`config.mk`:
```
export PLATFORM = sky130hd
export DESIGN_NAME = lvds_rx_word_align
export DESIGN_NICKNAME = d
export VERILOG_FILES = /design/src/rtl/lvds_rx_align_pkg.sv /design/src/rtl/lvds_rx_lane_align_fsm.sv /design/src/rtl/lvds_rx_word_align.sv
export SDC_FILE = /design/constraint.sdc
export NUM_CORES = 1
export LEC_CHECK = 0
export CORE_ASPECT_RATIO = 2
export CORE_MARGIN = 2
export CORE_UTILIZATION = 35
export CTS_CLUSTER_DIAMETER = 120
export DETAILED_ROUTE_END_ITERATION = 6
export GPL_TIMING_DRIVEN = 0
export SYNTH_ARGS = -nofsm -noshare
export SYNTH_HDL_FRONTEND = slang
export SYNTH_SLANG_ARGS = --single-unit
export TNS_END_PERCENT = 50
```
`constraint.sdc`:
```
create_clock -name FAB_CLK -period 4.91 [get_ports FAB_CLK]
set_input_delay 0.982 -clock FAB_CLK [delete_from_list [all_inputs] [get_ports FAB_CLK]]
set_output_delay 0.982 -clock FAB_CLK [all_outputs]
set_load 0.02 [all_outputs]
```
`src/rtl/lvds_rx_align_pkg.sv`:
```
// ---------------------------------------------------------------------------
// lvds_rx_align_pkg
//
// Shared definitions for the LVDS receive word aligner:
//   - lane FSM state encoding (kept as fixed-width constants so the encoding
//     matches the legacy netlist state bits)
//   - counter widths used by every lane FSM
//   - width of the training-pattern parameter
// ---------------------------------------------------------------------------
package lvds_rx_align_pkg;

    // Counter widths for the per-lane training FSM.
    localparam int unsigned WAIT_CNT_W  = 4;
    localparam int unsigned MATCH_CNT_W = 8;
    localparam int unsigned SLIP_CNT_W  = 4;

    // Training pattern is carried at the widest supported lane ratio; narrower
    // ratios use only its low bits.
    localparam int unsigned TRAIN_PATTERN_W = 10;

    // Lane FSM state encoding.
    localparam int unsigned LANE_ST_W = 3;
    typedef logic [LANE_ST_W-1:0] lane_state_t;

    localparam lane_state_t ST_IDLE   = 3'd0;
    localparam lane_state_t ST_WAIT   = 3'd1;
    localparam lane_state_t ST_CHECK  = 3'd2;
    localparam lane_state_t ST_SLIP   = 3'd3;
    localparam lane_state_t ST_LOCKED = 3'd4;
    localparam lane_state_t ST_FAIL   = 3'd5;

endpackage : lvds_rx_align_pkg

```
`src/rtl/lvds_rx_lane_align_fsm.sv`:
```
// ---------------------------------------------------------------------------
// lvds_rx_lane_align_fsm
//
// Training FSM for one deserialised LVDS lane. After a start pulse the lane
// waits for the IOD to settle, then compares the registered lane word with
// the training pattern. A mismatch issues one bit-slip pulse and the cycle
// repeats; enough consecutive matches lock the lane, and running out of slips
// marks it failed. LOCKED and FAIL are sticky until the next start or reset.
//
// Ports:
//   clk_i         fabric clock, rising edge
//   arst_i        asynchronous active-high reset
//   start_i       one-cycle pulse, (re)starts training from any state
//   word_i        registered lane word under test
//   bit_slip_o    one-cycle slip request to the IOD lane
//   locked_o      lane aligned (registered)
//   fail_o        lane gave up after all slips (registered)
// ---------------------------------------------------------------------------
module lvds_rx_lane_align_fsm
    import lvds_rx_align_pkg::*;
#(
    parameter int unsigned                     RATIO         = 10,
    parameter logic [TRAIN_PATTERN_W-1:0]      TRAIN_PATTERN = 10'h3F8,
    parameter int unsigned                     MATCH_COUNT   = 8,
    parameter int unsigned                     SLIP_WAIT     = 4
) (
    input  logic             clk_i,
    input  logic             arst_i,
    input  logic             start_i,
    input  logic [RATIO-1:0] word_i,
    output logic             bit_slip_o,
    output logic             locked_o,
    output logic             fail_o
);

    localparam logic [RATIO-1:0]       PATTERN    = TRAIN_PATTERN[RATIO-1:0];
    localparam logic [WAIT_CNT_W-1:0]  WAIT_LAST  = WAIT_CNT_W'(SLIP_WAIT - 1);
    localparam logic [MATCH_CNT_W-1:0] MATCH_LAST = MATCH_CNT_W'(MATCH_COUNT);
    localparam logic [SLIP_CNT_W-1:0]  SLIP_LAST  = SLIP_CNT_W'(RATIO);

    lane_state_t            state_q, state_d;
    logic [WAIT_CNT_W-1:0]  wait_q,  wait_d;
    logic [MATCH_CNT_W-1:0] match_q, match_d;
    logic [SLIP_CNT_W-1:0]  slip_q,  slip_d;
    logic                   bit_slip_q;
    logic                   locked_q;
    logic                   fail_q;

    always_comb begin
        state_d = state_q;
        wait_d  = wait_q;
        match_d = match_q;
        slip_d  = slip_q;

        if (start_i) begin
            // Restart wins over every other transition, including LOCKED/FAIL.
            state_d = ST_WAIT;
            wait_d  = '0;
            match_d = '0;
            slip_d  = '0;
        end else begin
            case (state_q)
                ST_IDLE: begin
                    state_d = ST_IDLE;
                end

                ST_WAIT: begin
                    wait_d = wait_q + WAIT_CNT_W'(1);
                    if (wait_q == WAIT_LAST) begin
                        state_d = ST_CHECK;
                    end
                end

                ST_CHECK: begin
                    if (word_i == PATTERN) begin
                        match_d = match_q + MATCH_CNT_W'(1);
                        if (match_d == MATCH_LAST) begin
                            state_d = ST_LOCKED;
                        end
                    end else begin
                        match_d = '0;
                        // Slip count saturates at RATIO: every bit position has
                        // been tried, so a further mismatch is terminal.
                        if (slip_q == SLIP_LAST) begin
                            state_d = ST_FAIL;
                        end else begin
                            state_d = ST_SLIP;
                        end
                    end
                end

                ST_SLIP: begin
                    slip_d  = slip_q + SLIP_CNT_W'(1);
                    wait_d  = '0;
                    state_d = ST_WAIT;
                end

                ST_LOCKED: begin
                    state_d = ST_LOCKED;
                end

                ST_FAIL: begin
                    state_d = ST_FAIL;
                end

                default: begin
                    state_d = ST_IDLE;
                end
            endcase
        end
    end

    // Outputs are decoded from the next state so each flag is a flop that
    // lines up exactly with the state it reports.
    always_ff @(posedge clk_i or posedge arst_i) begin
        if (arst_i) begin
            state_q    <= ST_IDLE;
            wait_q     <= '0;
            match_q    <= '0;
            slip_q     <= '0;
            bit_slip_q <= 1'b0;
            locked_q   <= 1'b0;
            fail_q     <= 1'b0;
        end else begin
            state_q    <= state_d;
            wait_q     <= wait_d;
            match_q    <= match_d;
            slip_q     <= slip_d;
            bit_slip_q <= (state_d == ST_SLIP);
            locked_q   <= (state_d == ST_LOCKED);
            fail_q     <= (state_d == ST_FAIL);
        end
    end

    assign bit_slip_o = bit_slip_q;
    assign locked_o   = locked_q;
    assign fail_o     = fail_q;

endmodule : lvds_rx_lane_align_fsm

```
`src/rtl/lvds_rx_word_align.sv`:
```
// ---------------------------------------------------------------------------
// lvds_rx_word_align
//
// Word aligner for NUM_LANES deserialised LVDS lanes. Registers the IOD data
// once, runs an independent training FSM per lane on the registered words,
// and reduces the per-lane flags into all-locked / all-done status.
//
// Ports:
//   FAB_CLK       fabric clock, rising edge
//   ARST          asynchronous active-high reset
//   ALIGN_START   one-cycle pulse, (re)starts training on every lane
//   RX_DATA_IN    IOD words, lane n at [n*RATIO +: RATIO]
//   RX_BIT_SLIP   per-lane one-cycle bit-slip pulse to the IOD
//   RX_DATA_OUT   RX_DATA_IN delayed by one cycle
//   LANE_LOCKED   per-lane aligned flag
//   LANE_FAIL     per-lane training failed flag
//   ALL_LOCKED    every lane locked
//   ALIGN_DONE    every lane locked or failed
// ---------------------------------------------------------------------------
module lvds_rx_word_align
    import lvds_rx_align_pkg::*;
#(
    parameter int unsigned                NUM_LANES     = 4,
    parameter int unsigned                RATIO         = 10,
    parameter logic [TRAIN_PATTERN_W-1:0] TRAIN_PATTERN = 10'h3F8,
    parameter int unsigned                MATCH_COUNT   = 8,
    parameter int unsigned                SLIP_WAIT     = 4
) (
    input  logic                         FAB_CLK,
    input  logic                         ARST,
    input  logic                         ALIGN_START,
    input  logic [NUM_LANES*RATIO-1:0]   RX_DATA_IN,
    output logic [NUM_LANES-1:0]         RX_BIT_SLIP,
    output logic [NUM_LANES*RATIO-1:0]   RX_DATA_OUT,
    output logic [NUM_LANES-1:0]         LANE_LOCKED,
    output logic [NUM_LANES-1:0]         LANE_FAIL,
    output logic                         ALL_LOCKED,
    output logic                         ALIGN_DONE
);

    logic [NUM_LANES*RATIO-1:0] rx_data_q;

    always_ff @(posedge FAB_CLK or posedge ARST) begin
        if (ARST) begin
            rx_data_q <= '0;
        end else begin
            rx_data_q <= RX_DATA_IN;
        end
    end

    assign RX_DATA_OUT = rx_data_q;

    for (genvar n = 0; n < NUM_LANES; n++) begin : g_lane
        lvds_rx_lane_align_fsm #(
            .RATIO         (RATIO),
            .TRAIN_PATTERN (TRAIN_PATTERN),
            .MATCH_COUNT   (MATCH_COUNT),
            .SLIP_WAIT     (SLIP_WAIT)
        ) u_fsm (
            .clk_i      (FAB_CLK),
            .arst_i     (ARST),
            .start_i    (ALIGN_START),
            .word_i     (rx_data_q[n*RATIO +: RATIO]),
            .bit_slip_o (RX_BIT_SLIP[n]),
            .locked_o   (LANE_LOCKED[n]),
            .fail_o     (LANE_FAIL[n])
        );
    end

    assign ALL_LOCKED = &LANE_LOCKED;
    assign ALIGN_DONE = &(LANE_LOCKED | LANE_FAIL);

endmodule : lvds_rx_word_align
```
# After elaboration in Yosys (flattened, before gate mapping)
# Index checks and enable logic that the tools add are counted.
[classes]
div = 0
n_eq_ne = 48
order_cmp = 0
add_sub_neg = 12
multipliers = 0
n_shift = 0
bitwise = 1
n_mux = 52
n_reduce_logical = 14
[ops]
columns = ["cell", "count"]
rows = [
  ["8-bit two-way mux", 12],
  ["3-bit two-way mux", 20],
  ["3-bit one-hot mux with 5 select lines", 4],
  ["3-bit == test, second input constant", 16],
  ["4-bit two-way mux", 12],
  ["10-bit == test, second input constant", 4],
  ["3-bit by 2-bit == test with 1-bit output, second input constant", 12],
  ["4-bit by 1-bit adder with 4-bit output, second input constant", 8],
  ["8-bit by 1-bit adder with 8-bit output, second input constant", 4],
  ["8-bit by 4-bit == test with 1-bit output, second input constant", 4],
  ["4-bit one-hot mux with 2 select lines", 4],
  ["4-bit by 2-bit == test with 1-bit output, second input constant", 4],
  ["4-bit == test, second input constant", 4],
  ["2-bit nonzero test", 8],
  ["3-bit by 1-bit == test with 1-bit output, second input constant", 4],
  ["3-bit nonzero test", 4],
  ["4-bit AND reduction", 2],
  ["4-bit bitwise OR", 1],
]
[totals]
ff_bits = 128
output_inout_bits = 54
ram_bits = 0
memories = 0
latch_bits = 0
rom_bits = 0

# Depth between registers and ports, before layout
# Gate-level depths: netlist of the first run.
[logic_depth]
depth_word = 7
depth_mapped = 7
mapped_depth_nobuf = 6

# Modules after synthesis
# From an unflattened synthesis of the first run, not the netlist that was laid out.
[hier_totals]
cells_unflattened = 573
area_unflattened_um2 = 6039.5
[by_module_without_submodules]
columns = ["mod", "area_each_um2", "n_inst", "cells_each"]
rows = [
  ["lvds_rx_lane_align_fsm", 1252.5, 4, 132],
  ["lvds_rx_word_align", 1029.7, 1, 45],
]

# Worst setup path before layout of the first run
# No wires, ideal clock.
[synth_timing]
kind = "input -> register"
from = "input ALIGN_START"
to = "register g_lane[2].u_fsm.match_q[6]"
path_buffers = 0
t_required_ps = 4827
path_slack_ps = 2338
setup_time_ps = 83
path_stages = 4
arrival_ps = 2489
cell_sequence = "or4b_4 > or4_1 > or3_1 > o21ai_0"
[synth_via]
elab_chain_len = 1
elab_cells_between_ends = 2
classes_between = "mux: 1; reduce/logical: 1"
[synth_lines]
columns = ["element", "line", "rtl"]
rows = [
  ["start, declared", "lvds_rx_word_align.sv:31", "input logic ALIGN_START,"],
  ["8-bit two-way mux / 2-bit nonzero test (equally long branches)", "--", ""],
  ["end signal, assigned", "lvds_rx_lane_align_fsm.sv:127", "match_q <= match_d;"],
  ["end, declared", "lvds_rx_lane_align_fsm.sv:43", "logic [MATCH_CNT_W-1:0] match_q, match_d;"],
]
# Parallel ways exist; a longest one is shown, timed or not.
# A chain may end at the register's enable or synchronous reset.

# Worst setup path in the final report of the first run
[layout_timing]
from = "input ALIGN_START"
to = "register g_lane[0].u_fsm.slip_q[3]"
[layout_via]
elab_chain_len = 1
elab_cells_between_ends = 2
classes_between = "mux: 1; reduce/logical: 1"
[layout_lines]
columns = ["element", "line", "rtl"]
rows = [
  ["4-bit two-way mux / 2-bit nonzero test (equally long branches)", "--", ""],
  ["end signal, assigned", "lvds_rx_lane_align_fsm.sv:128", "slip_q <= slip_d;"],
  ["end, declared", "lvds_rx_lane_align_fsm.sv:44", "logic [SLIP_CNT_W-1:0] slip_q, slip_d;"],
]
# Parallel ways exist; a longest one is shown, timed or not.

==> results.py, run 1 <==
metrics = {
    "critical_path": {
        "startpoint_type": "primary input",
        "path_max_fanout": 10,
        "path_buf_inv": 4,
        "cp_common_cell": "clkbuf_1",
        "cpLargestDelayFamily": "buffers and inverters",
        "end_kind": "register",
        "criticalPathCategory": "in -> reg",
        "critical_path.cell_chain": "clkdlybuf4s50_1 > clkbuf_1 > clkbuf_1 > buf_1 > a21oi_1",
        "reg2reg_depth": 5,
        "timing.rr.end": "g_lane[1].u_fsm.fail_o",
        "crit_path_top_delay_cell": "clkdlybuf4s50_1",
        "crit_arrival_ns": 3.29,
        "required_ns": 5.17,
        "r2r-start": "RX_DATA_OUT[11]",
        "slowest_delay_ns": 0.60,
        "crit_path_end": "g_lane[0].u_fsm.slip_q[3]",
        "startpoint": "ALIGN_START",
        "crit_cells": 5,
        "reg2reg_slack_ns": 2.60,
    },
    "floorplan": {
        "initial_core_util_pct": 35.3,
        "die_area_um2": 18400,
        "ioPinCount": 97,
        "dieWidth_um": 96.9,
        "die_h_um": 190,
        "fp.coreArea_um2": 17100,
        "fp-row-count": 68,
    },
    "drt": {
        "drc": 0,
        "wl_per_cell_um": 14.7,
        "dr_total_vias": 4812,
        "dr.pass1.iters": 4,
        "viasPerCell": 5.22,
        "routed_wl_um": 13600,
        "antenna_left": 0,
        "first_iter_violations": 215,
    },
    "power_and_ir_drop": {
        "total_leakage_power_nw": 3.30,
        "finalPower_w": 0.00265,
        "powerDensity_nw_per_um2": 336,
        "max-vdd-ir-drop_v": 0.000219,
    },
    "run_status": {
        "status": "completed",
    },
    "logic_synthesis": {
        "ys_seq_elements": 128,
        "synth_top_cell_area_share_pct": 53.1,
        "yosys.cell_types.count": 64,
        "ys_warn_count": 0,
        "ys_top_cells_by_area": "dfrtp_1, a21oi_1, nand2_1",
        "yosysTopAreaCell": "dfrtp_1",
        "postSynthAreaPerCell_um2": 10.4,
        "syn_nets": 642,
        "ys.flop_type": "dfrtp_1",
        "synthCells": 583,
        "synth-edff-count": 0,
        "syn_area_um2": 6040,
        "synthArstFlopShare_pct": 100,
        "synth-seq-area-share_pct": 53.1,
    },
    "finish": {
        "final_common_cell": "dfrtp_1",
        "diodes": 0,
        "drive_above_1_share_pct": 8.57,
        "syn_to_final_growth_pct": 30.6,
        "finalNonFillerCells": 922,
        "final_nets": 758,
        "layout_common_cells": "dfrtp_1, clkdlybuf4s50_1, nand2_1",
    },
    "grt": {
        "grtUsageTotal_pct": 15.0,
        "grt_max_degree": 87,
        "grt_pass1_vias": 4761,
        "overflow": 0,
        "grt_pass1_wl_um": 22700,
        "antenna_found_initial": 0,
    },
    "placed_design": {
        "portBuffers": 96,
        "dp.cells": 890,
        "hpwl_um": 9540,
        "gp_congestion": 0.766,
    },
    "cts": {
        "insertion_delay_ns": 0.41,
        "htree_levels": 4,
        "clk_pin_slew_ns": 0.06,
        "post_cts_buffers": 0,
        "cts_hold_buffers": 0,
        "cts_resized": 0,
        "clockRootBuffer": "clkbuf_16",
        "clock_path_buffers": 2,
        "cts_tree": "done",
        "clkSinkCount": 128,
        "cts_buffers": 17,
    },
    "timing": {
        "tightest_slew_ns": 0.843,
        "grt_setup_unrepaired": "false",
        "fmax_mhz": 331,
        "slew_violations": 0,
        "min_period_ns": 3.03,
        "finalCritPeriodShare_pct": 61.6,
        "relSlewSlack_pct": 43.3,
        "skew_ns": 0.00521,
        "timing.final.hold_violations": 0,
        "finalSetupViolCount": 0,
    },
    "min_path": {
        "hold_path.class": "reg -> reg",
    },
    "job": {
        "drv_cap": 0,
    },
}
## where the power goes
| group | switching, W | internal (W) |
|---|---|---|
| logic | 0.000130 | 0.000118 |
| registers | 0.0000368 | 0.00110 |
| clock network | 0.000453 | 0.000810 |
| total | 0.000620 | 0.00203 |
## state kept, by name, indices dropped and copies added (netlist names)
register	cells
g_lane.u_fsm.slip_q	16
g_lane.u_fsm.wait_q	16
g_lane.u_fsm.state_q	12
g_lane.u_fsm.bit_slip_o	4
g_lane.u_fsm.locked_o	4
RX_DATA_OUT	40
g_lane.u_fsm.match_q	32
g_lane.u_fsm.fail_o	4
## cell families (layout without fill, tap and decap cells)
| logic type | count (synthesis) | count (layout) | synth area share (%) |
|---|---|---|---|
| adder cells (fa/ha/maj) | 16 | 16 | 3.32 |
| flip-flops | 128 | 128 | 53.1 |
| multiplexers | 11 | 11 | 1.89 |
| buffers and inverters | 45 | 174 | 3.69 |
| AO/OA/AOI/OAI | 120 | 120 | 12.5 |
| XOR/XNOR | 15 | 15 | 2.18 |
| AND/OR/NAND/NOR | 248 | 248 | 23.3 |
## through the flow
stage | TNS (ns) | worst slack (ns) | hold WS, ns | area (µm²) | utilization (%)
3_5_place_dp | 0 | 1.37 | 0.538 | 7290 | 42.6
3_3_place_gp | -186.69 | -1.47 | 0.523 | 7260 | 42.5
5_1_grt | 0 | 1.70 | 0.574 | 7880 | 46.1
4_1_cts | 0 | 1.80 | 0.544 | 7880 | 46.1
6_report | 0 | 1.88 | 0.542 | 7880 | 46.1
2_1_floorplan | 0 | 0.515 | 0.492 | 6040 | -
## area by class of cell
cell class                 count  area (µm²)
tap                          210         263
fill                        1628        9220
buffer                        31         170
sequential                   128        3200
inverter                      14        57.6
clock buffer                  22         454
clock inverter                10         135
timing repair buffer          97         988
multi-input combinational    410        2610
## worst min path at each step
stage,from,slack (ns),depth (start not counted),to
3_5_place_dp,g_lane[2].u_fsm.match_q[5],0.54,1,g_lane[2].u_fsm.match_q[5]
4_1_cts,g_lane[2].u_fsm.match_q[5],0.54,1,g_lane[2].u_fsm.match_q[5]
6_report,g_lane[2].u_fsm.match_q[5],0.54,1,g_lane[2].u_fsm.match_q[5]
2_1_floorplan,g_lane[2].u_fsm.match_q[5],0.49,1,g_lane[2].u_fsm.match_q[5]
3_3_place_gp,g_lane[2].u_fsm.match_q[5],0.52,1,g_lane[2].u_fsm.match_q[5]
5_1_grt,g_lane[2].u_fsm.match_q[5],0.57,1,g_lane[2].u_fsm.match_q[5]
## per-layer routing
metal	up-vias	track usage, %	wire [µm]	share of wire [%]
li1	2349	-	-	-
met1	2326	18.8	5980	44
met2	119	25.0	6720	50
met3	18	3.97	623	4.6
met4	0	5.58	227	1.7
met5	-	0	0	0
## synthesized netlist by cell type, types with 13 or more instances
| cell | n |
|---|---|
| a21oi_1 | 41 |
| inv_1 | 14 |
| or3_1 | 16 |
| nand3_1 | 17 |
| ha_1 | 16 |
| nand2_1 | 54 |
| nor2_1 | 39 |
| o21ai_0 | 25 |
| clkbuf_1 | 13 |
| dfrtp_1 | 128 |
## worst register-to-register path, stage by stage (launching register included)
cell,delay [ns]
dfrtp_1,0.37
or4b_1,0.53
clkbuf_1,0.21
nor4_1,0.56
nand4bb_1,0.24
a21boi_0,0.29
Power figures use the tool's default switching activity.
==> run 2, diff against run 1 <==
- clock period: 4.91 -> 2.5 ns (I/O delays scaled with it)
==> results.py, run 2 (synthesized netlist as in run 1, its figures left out) <==
metrics = {
    "cts": {
        "clockRootBuffer": "clkbuf_16",
        "insertion_delay_ns": 0.41,
        "htree_levels": 4,
        "clock_path_buffers": 2,
        "clkSinkCount": 128,
        "cts_tree": "done",
        "clk_pin_slew_ns": 0.06,
        "cts_buffers": 17,
    },
    "timing": {
        "grt_setup_unrepaired": "true",
        "finalCritPeriodShare_pct": 97.9,
        "finalSetupTns_ns": 0,
        "skew_ns": 0.00738,
        "slew_violations": 0,
        "tightest_slew_ns": 0.827,
        "fmax_mhz": 409,
        "timing.final.hold_violations": 0,
        "relSlewSlack_pct": 44.4,
        "finalSetupViolCount": 0,
        "min_period_ns": 2.45,
    },
    "critical_path": {
        "end_kind": "register",
        "crit_arrival_ns": 2.72,
        "path_max_fanout": 4,
        "critical_path.cell_chain": "clkdlybuf4s50_1 > or4b_2 > nor4_1 > a32oi_1 > a21boi_0",
        "slowest_delay_ns": 0.78,
        "criticalPathCategory": "in -> reg",
        "crit_path_top_delay_cell": "or4b_2",
        "startpoint_type": "primary input",
        "required_ns": 2.78,
    },
    "power_and_ir_drop": {
        "finalPower_w": 0.00520,
        "powerDensity_nw_per_um2": 657,
        "max-vdd-ir-drop_v": 0.000369,
        "total_leakage_power_nw": 3.32,
    },
    "finish": {
        "layout_common_cells": "dfrtp_1, clkdlybuf4s50_1, nand2_1",
        "drive_above_1_share_pct": 9.80,
        "final_nets": 760,
        "diodes": 0,
        "largest_register_ffs": 40,
        "syn_to_final_growth_pct": 31.2,
        "final_common_cell": "dfrtp_1",
        "fillers": 1611,
    },
    "grt": {
        "grt_pass1_wl_um": 24100,
        "grt_max_degree": 40,
        "overflow": 0,
        "antenna_found_initial": 0,
        "grtUsageTotal_pct": 16.0,
        "grt_pass1_vias": 4980,
    },
    "drt": {
        "first_iter_violations": 202,
        "wl_per_cell_um": 15.1,
        "antenna_left": 0,
        "dr_total_vias": 4813,
        "drc": 0,
        "viasPerCell": 5.21,
        "routed_wl_um": 14000,
        "dr.pass1.iters": 4,
    },
    "run_status": {
        "status": "completed",
    },
    "floorplan": {
        "dieWidth_um": 96.9,
        "fp-row-count": 68,
        "ioPinCount": 97,
        "die_h_um": 190,
        "initial_core_util_pct": 35.3,
        "die_area_um2": 18400,
        "fp.coreArea_um2": 17100,
    },
    "placed_design": {
        "portBuffers": 96,
        "gp_congestion": 0.795,
        "hpwl_um": 9800,
    },
    "min_path": {
        "hold_path.class": "in -> reg",
    },
    "job": {
        "drv_cap": 0,
    },
}
## run 2: changes by cell type in the layout (fill, tap and decap cells not counted), sizes merged
cell / before / now
bufinv: 3 / 2
inv: 15 / 16
buf: 19 / 21
clkinvlp: 1 / 5
clkinv: 5 / 3
clkbuf: 35 / 33
## run 2: worst max-delay path, delay by kind of cell
kind                   cells  cell delay, ns
buffers and inverters      1            0.53
and+or+nand+nor            2            1.13
AOI/OAI and AO/OA          2            0.57
## run 2: cell type report
type | instances | area [µm²] | area share (%)
timing repair buffer | 99 | 1020 | 12.9
buffer | 31 | 174 | 2.20
tap | 210 | 263 | 3.32
sequential | 128 | 3200 | 40.4
clock buffer | 20 | 457 | 5.76
inverter | 14 | 56.3 | 0.711
multi-input combinational | 410 | 2620 | 33.0
clock inverter | 12 | 131 | 1.66
## run 2: per-stage QoR
stage               std cells  hold slack (ns)  setup slack (ns)  utilization (%)  area, µm²
finish                    924            0.523            0.0534             46.3       7920
global route              924            0.501           -0.0291             46.3       7920
CTS                       924            0.500            0.0377             46.3       7920
detailed placement        892            0.533            -0.513             42.8       7320
global placement          889            0.523            -0.881             42.5       7260
floorplan                 583            0.492             0.363                -       6040
## run 2: per-layer routing
| layer | track usage [%] | vias up | wire, µm |
|---|---|---|---|
| met1 | 20.2 | 2330 | 6310 |
| met4 | 5.90 | 0 | 232 |
| met3 | 4.00 | 17 | 525 |
| li1 | - | 2363 | - |
| met5 | 0 | - | 0 |
| met2 | 26.4 | 103 | 6890 |
## run 2: worst paths after layout
kind / start / to / slack [ns] / depth (start not counted)
worst max-delay path: ALIGN_START / g_lane[0].u_fsm.locked_o / 0.05 / 5
worst min-delay path: RX_DATA_IN[29] / RX_DATA_OUT[29] / 0.52 / 1
min in group asynchronous: ARST / RX_DATA_OUT[31] / 0.53 / 2
max in group asynchronous: ARST / RX_DATA_OUT[26] / 1.14 / 4
worst max register to register: RX_DATA_OUT[1] / g_lane[0].u_fsm.locked_o / 0.18 / 4
worst min register to register: g_lane[2].u_fsm.match_q[5] / g_lane[2].u_fsm.match_q[5] / 0.54 / 1
## run 2: timing repair
item,in CTS,in global routing
hold buffers,0,0
gates resized for setup,2,3
pin swaps,0,0
setup buffers,0,0
setup endpoints to repair,23,5
## run 2: power breakdown
part           internal [W]  leakage (nW)  switching [W]
Clock               0.00152         0.279       0.000949
Sequential          0.00216          1.67      0.0000730
Combinational      0.000239          1.37       0.000261
